$ cat src/rtl/sort4_scheduler.sv
// Block sorter: loads DEPTH words serially, bubble-sorts them in place with one
// shared compare-and-swap (larger first), then streams the block out.
module sort4_scheduler #(
    parameter int WIDTH = 8,
    parameter int DEPTH = 4
) (
    input  logic             clk,
    input  logic             rst_n,
    input  logic             in_valid,
    input  logic [WIDTH-1:0] in_data,
    output logic             in_ready,
    output logic             out_valid,
    output logic [WIDTH-1:0] out_data,
    input  logic             out_ready,
    output logic             busy,
    output logic [7:0]       swap_count
);
    localparam int IW = (DEPTH > 2) ? $clog2(DEPTH) : 1;
    localparam logic [IW-1:0] LAST_IDX = IW'(DEPTH - 1);
    localparam logic [IW-1:0] LAST_J   = IW'(DEPTH - 2);

    typedef enum logic [1:0] {
        ST_LOAD = 2'd0,
        ST_SORT = 2'd1,
        ST_OUT  = 2'd2
    } state_t;

    state_t           state_q, state_d;
    logic [WIDTH-1:0] mem_q [DEPTH];
    logic [WIDTH-1:0] mem_d [DEPTH];
    logic [IW-1:0]    wr_idx_q, wr_idx_d;
    logic [IW-1:0]    rd_idx_q, rd_idx_d;
    logic [IW-1:0]    j_q, j_d;
    logic [IW-1:0]    pass_q, pass_d;
    logic [7:0]       swap_count_q, swap_count_d;
    logic [IW-1:0]    j_nxt;
    logic [WIDTH-1:0] cmp_lo, cmp_hi;

    always_comb begin
        state_d      = state_q;
        mem_d        = mem_q;
        wr_idx_d     = wr_idx_q;
        rd_idx_d     = rd_idx_q;
        j_d          = j_q;
        pass_d       = pass_q;
        swap_count_d = swap_count_q;
        j_nxt        = j_q + IW'(1);
        cmp_lo       = mem_q[j_q];
        cmp_hi       = mem_q[j_nxt];

        case (state_q)
            ST_LOAD: begin
                if (in_valid) begin
                    mem_d[wr_idx_q] = in_data;
                    if (wr_idx_q == LAST_IDX) begin
                        wr_idx_d     = '0;
                        j_d          = '0;
                        pass_d       = '0;
                        swap_count_d = 8'd0;
                        state_d      = ST_SORT;
                    end else begin
                        wr_idx_d = wr_idx_q + IW'(1);
                    end
                end
            end
            ST_SORT: begin
                // Strict compare keeps equal words in place.
                if (cmp_hi > cmp_lo) begin
                    mem_d[j_q]   = cmp_hi;
                    mem_d[j_nxt] = cmp_lo;
                    swap_count_d = swap_count_q + 8'd1;
                end
                if (j_q == LAST_J) begin
                    j_d = '0;
                    if (pass_q == LAST_J) begin
                        pass_d   = '0;
                        rd_idx_d = '0;
                        state_d  = ST_OUT;
                    end else begin
                        pass_d = pass_q + IW'(1);
                    end
                end else begin
                    j_d = j_nxt;
                end
            end
            ST_OUT: begin
                if (out_ready) begin
                    if (rd_idx_q == LAST_IDX) begin
                        rd_idx_d = '0;
                        state_d  = ST_LOAD;
                    end else begin
                        rd_idx_d = rd_idx_q + IW'(1);
                    end
                end
            end
            default: state_d = ST_LOAD;
        endcase
    end

    always_ff @(posedge clk or negedge rst_n) begin
        if (!rst_n) begin
            state_q      <= ST_LOAD;
            wr_idx_q     <= '0;
            rd_idx_q     <= '0;
            j_q          <= '0;
            pass_q       <= '0;
            swap_count_q <= 8'd0;
            for (int i = 0; i < DEPTH; i++) begin
                mem_q[i] <= '0;
            end
        end else begin
            state_q      <= state_d;
            wr_idx_q     <= wr_idx_d;
            rd_idx_q     <= rd_idx_d;
            j_q          <= j_d;
            pass_q       <= pass_d;
            swap_count_q <= swap_count_d;
            for (int i = 0; i < DEPTH; i++) begin
                mem_q[i] <= mem_d[i];
            end
        end
    end

    // Outputs depend only on state, buffer and reset, never on in_valid/out_ready.
    assign in_ready   = rst_n && (state_q == ST_LOAD);
    assign out_valid  = (state_q == ST_OUT);
    assign out_data   = out_valid ? mem_q[rd_idx_q] : '0;
    assign busy       = (state_q == ST_SORT);
    assign swap_count = swap_count_q;

endmodule

$ cat config.mk
export PLATFORM = sky130hd
export DESIGN_NAME = sort4_scheduler
export DESIGN_NICKNAME = d
export VERILOG_FILES = /design/src/rtl/sort4_scheduler.sv
export SDC_FILE = /design/constraint.sdc
export NUM_CORES = 1
export LEC_CHECK = 0
export BUFFER_PORTS_ARGS = -buffer_cell sky130_fd_sc_hd__buf_4
export CORE_MARGIN = 8
export CORE_UTILIZATION = 40
export DETAILED_ROUTE_END_ITERATION = 8
export HOLD_SLACK_MARGIN = 0.03
export MAX_ROUTING_LAYER = met4
export PLACE_DENSITY_LB_ADDON = 0.3
export SETUP_SLACK_MARGIN = 0.02
export SYNTH_ARGS = -nofsm -noshare
export SYNTH_HDL_FRONTEND = slang
export SYNTH_SLANG_ARGS = --single-unit
export TNS_END_PERCENT = 20
$ cat constraint.sdc
create_clock -name clk -period 4.8 [get_ports clk]
set_input_delay 0.24 -clock clk [delete_from_list [all_inputs] [get_ports clk]]
set_output_delay 0.24 -clock clk [all_outputs]
set_load 0.01 [all_outputs]
# == Yosys cells after proc, flatten, opt, wreduce, memory -nomap -nowiden ==
# Cells that the tools add are included.
# op_classes
addsub,5
magnitude_cmp,8
n_eq_ne,13
n_mux,46
n_bitwise,4
n_reduce_logical,14
# ops
operator,n
2-to-1 mux 8 bit,13
bitwise mux 32 bit,3
2-to-1 mux 32 bit,2
case mux 32 bit (2 select lines),1
binary-select mux 8 bit (select 2 bit),3
demux 8 bit (select 2 bit),3
2-to-1 mux 2 bit,16
case mux 8 bit (2 select lines),1
>= comparator 3 bit (second input constant),4
inverter 2 -> 3 bit,4
case mux 2 bit (2 select lines),3
AND reduction 4 bit,3
equality test 2 bit (second input constant),5
inequality test 2 x 1 -> 1 bit (second input constant),5
less-than comparator 3 x 1 -> 1 bit (second input constant),3
adder 2 x 1 -> 2 bit (second input constant),4
adder 8 x 1 -> 8 bit (second input constant),1
greater-than comparator 8 bit,1
case mux 2 bit (3 select lines),1
AND reduction 3 bit,2
AND reduction 6 bit,1
logical AND 1 bit,4
inequality test 2 bit (second input constant),2
nonzero test 2 bit,2
other kinds (3),3
# word_totals
ff_bits,50
output_inout_bits,19

# == Depth between registers and ports, before layout ==
# depth
depth_word,9
mapped_depth,15
ltp_nobuf,11

# == Worst setup path after synthesis ==
# Ideal clock, no wire load.
# synth_path
kind,reg2reg
start,reg j_q[0]
end,reg mem_q[0] (netlist bit)
arrival_ps,4050
required_time_ps,4675
path_slack_ps,625
stages_incl_launch_ff,14
synth_period_minus_slack_ps,4175
path_cell_list,dfrtp_1 -> buf_2 -> clkbuf_1 -> inv_1 -> ha_1 -> clkbuf_1 -> mux4_2 -> ha_1 -> nand4_1 -> nor3_1 -> nor3_1 -> o21ai_4 -> a211oi_4 -> mux2_2
# synth_via
elab_chain_cells,9
elab_cells_between_ends,26
# synth_rtl
element,line,source
from (decl),33,"logic [IW-1:0] j_q, j_d;"
from (signal assigned),115,j_q <= j_d;
branches (longest 9 deep; another with greater-than comparator 8 bit),n/a,
"to (signal, indexed assignment)",119,mem_q[i] <= mem_d[i];
to (decl),29,logic [WIDTH-1:0] mem_q [DEPTH];
# Parallel ways; which one is timed is not known. The select of a mux whose other input is x is not followed.
# A chain may end at the register's enable or synchronous reset.

# == Worst setup path after layout ==
# layout_path
start,reg j_q[1]
end,reg mem_q[2] (netlist bit)
# Same word-level chain as after synthesis.

==> impl_metrics.json <==
{
  "core_area_mm2": 0.00924,
  "seq_area_frac_synth_pct": 33.0,
  "r2r_slack_ns": 0.96,
  "first_iter_violations": 219,
  "rr_startpoint": "j_q[1]",
  "cp-endpoint": "mem_q[2]",
  "pin_count": 31,
  "post_cts_resize_count": 0,
  "reg2reg_to": "mem_q[2]",
  "synth_simple_gate_area_share_pct": 17.1,
  "synth_cell_types": 37,
  "start_util_pct": 41.0,
  "final.period_utilization_pct": 79.9,
  "vias": 3078,
  "gp_congestion": 0.888,
  "critPathKind": "flip-flop to flip-flop",
  "dp_cells": 518,
  "yosysWarnings": 0,
  "track_usage_pct": 17.0,
  "synthAdderAreaFrac_pct": 6.60,
  "drive_gt1_share_pct": 28.6,
  "fin_cells": 527,
  "power.density_mw_per_mm2": 675,
  "synth-compound-area-share_pct": 14.5,
  "routedWlPerCell_um": 19.4,
  "die_y_um": 113,
  "combPwrFrac_pct": 64.8,
  "cap_violations": 0,
  "syn2layout_area_growth_pct": 11.8,
  "outcome": "finished clean",
  "rsz0062_at_grt": "false",
  "start_kind": "flip-flop",
  "synthArstFlopShare_pct": 100,
  "hold_class": "input port to flip-flop",
  "synth_cells": 376,
  "std_cell_rows": 35,
  "muxShareOfSynthArea_pct": 24.1,
  "synth_top_family_by_area": "multiplexers",
  "max_stage_delay_ns": 0.58,
  "critPathSlowestCell": "a211oi_4",
  "grt_pass1_wl_um": 16700,
  "startpoint": "j_q[1]",
  "via_per_inst": 5.84,
  "tritoncts": "yes",
  "worstSetupEndpointType": "flip-flop",
  "synthXorXnorAreaFrac_pct": 0,
  "fillers": 891,
  "route.detailed.drc": 0,
  "firstDrtPassIters": 5,
  "r2r_cells": 11,
  "path_delay_family": "multiplexers",
  "clockRootBuffer": "clkbuf_8",
  "final-seq-area_mm2": 0.00125,
  "fmax_mhz": 261,
  "min_period_ns": 3.84,
  "critical_path.max_fanout": 14,
  "crit_chain": "inv_1, ha_1, buf_4, mux4_2, ha_1, nand4_1, nor3_1, nor3_1, o21ai_4, a211oi_4, mux2_2",
  "die_area_mm2": 0.0128,
  "synthFlopType": "dfrtp_1",
  "cts_buffer_depth": 2,
  "port_buffers": 30,
  "nets": 429,
  "grt_pass1_vias": 3171,
  "whs_ns": 0.205,
  "cts_inserted_buffers": 5,
  "syn_area_mm2": 0.00379,
  "p_sw_share_pct": 47.7,
  "clk_pin_slew_ns": 0.11,
  "synth_edf_count": 0,
  "fin_setup_tns_ns": 0,
  "peakVddDrop_mv": 0.441,
  "worst_pin_slew_ns": 0.961,
  "grt_overflow": 0,
  "leakage_uw": 0.00197,
  "die_w_um": 113,
  "cts.sinks": 50,
  "grt_max_degree": 52,
  "finalWirelength_um": 10200,
  "clockPowerShare_pct": 10.9,
  "hold_viol_final": 0,
  "slew_viol_final": 0,
  "p_switching_uw": 1360,
  "intPower_uw": 1500,
  "cp.arrival_ns": 4.03,
  "required_ns": 5.00,
  "slew_headroom_pct": 35.8,
  "antenna_found_initial": 0,
  "diodes": 0,
  "setup_viol": 0,
  "drtAntennaViolNets": 0,
  "dp_hpwl_um": 6890,
  "insertion_delay_ns": 0.31,
  "seq_power_share_pct": 24.3,
  "synth_nets": 408,
  "multiInputGateArea_mm2": 0.00236,
  "synth_seq_cells": 50,
  "fin_skew_ns": 0.0102,
  "h-tree-depth": 2,
  "path_buf_inv": 2,
  "cp.depth": 11,
  "post_synth.cell_area_avg_um2": 10.1
}
## logic make-up (layout without fill, tap and decap cells)
kind of cell	Yosys count	in the layout
DFF	50	50
adders and majority gates	20	20
buffers and inverters	40	62
muxes	57	57
and+or+nand+nor	141	141
AOI/OAI and AO/OA	68	68
## final cells by class
type	instances	share of cell area (%)
clock buffer	5	1.62
clock inverter	3	1.06
inverter	15	1.33
multi-input combinational	286	55.7
sequential	50	29.5
tap	129	3.81
timing repair buffer	39	6.97
## registers in the layout, indices dropped and copies added (netlist names)
| signal | flops |
|---|---|
| j_q | 2 |
| mem_q | 32 |
| rd_idx_q | 2 |
| swap_count | 8 |
| pass_q | 2 |
| state_q | 2 |
| wr_idx_q | 2 |
## worst min path at each step
stage,start,endpoint,slack [ns],depth (start not counted)
2_1_floorplan,rst_n,j_q[0],-0.06,0
3_3_place_gp,rst_n,mem_q[18],0.33,1
3_5_place_dp,rst_n,mem_q[26],0.33,1
4_1_cts,out_ready,state_q[1],0.20,4
5_1_grt,out_ready,state_q[1],0.23,4
6_report,out_ready,state_q[1],0.20,4
## per-stage QoR
step                worst slack, ns  cell area (µm²)  power, µW  util [%]
finish                        0.964             4240       2860      45.9
global route                  0.725             4240       3050      45.9
CTS                           0.964             4240       2860      45.9
detailed placement            0.977             4120       2530      44.5
global placement               1.07             4120       2510      44.5
floorplan                     0.625             3790       2010         -
## layout by cell type, fill, tap and decap left out, types with 4 or more instances in the layout
master and count:
and3_1 12, ha_1 20, o22a_1 4, a211oi_4 4, mux4_2 24, a21oi_1 5, nand3_1 7, o21ai_0 7
clkbuf_8 5, mux2_2 33, buf_4 38, inv_1 14, dfrtp_1 50, a22oi_1 32, a22o_1 4, o31ai_1 5
and2_1 4, nor2b_1 8, nand2_1 81, nor3_1 6, nor2_1 15
## worst register-to-register path, stage by stage (launching register included)
cell	delay [ns]
dfrtp_1	0.37
inv_1	0.09
ha_1	0.44
buf_4	0.22
mux4_2	0.57
ha_1	0.34
nand4_1	0.12
nor3_1	0.07
nor3_1	0.28
o21ai_4	0.24
a211oi_4	0.58
mux2_2	0.40
## synthesized netlist by cell type, types with 2 or more instances
cell type,number,area (µm²)
o31ai_1,5,37.5
and2_1,4,25.0
nor3_1,6,30.0
nor2b_1,8,50.1
nor2_1,15,56.3
buf_4,2,15.0
o21ai_0,7,35.0
buf_1,4,15.0
and3_1,12,75.1
dfrtp_1,50,1250
a211oi_1,2,15.0
buf_6,2,22.5
o22a_1,4,35.0
buf_2,5,25.0
nand3_1,7,35.0
clkbuf_1,12,45.0
a211oi_4,4,80.1
mux4_2,24,541
ha_1,20,250
o211ai_1,2,15.0
nand2_1,81,304
a22oi_1,32,240
nand4_1,2,12.5
mux2_2,33,372
a21oi_1,5,25.0
a22o_1,4,35.0
inv_1,14,52.6
## per-layer routing
layer	vias up	routed length (µm)	track usage, %
met3	22	617	3.35
li1	1406	-	-
met1	1538	4520	21.2
met5	-	0	-
met2	112	4810	26.9
met4	0	254	6.04
## power groups by stage
stage / registers [µW] / logic, µW / clock network [µW]
2_1_floorplan: 638 / 1370 / 0
5_1_grt: 718 / 2000 / 335
4_1_cts: 694 / 1840 / 322
3_3_place_gp: 698 / 1810 / 0
6_report: 696 / 1850 / 312
3_5_place_dp: 704 / 1830 / 0
## timing repair
| item | 4_1_cts | 5_1_grt |
|---|---|---|
| hold buffers | 1 | 0 |
| buffers inserted | 0 | 0 |
| hold endpoints to repair | 50 | 0 |
No activity file was read; power rests on OpenSTA's default activity.
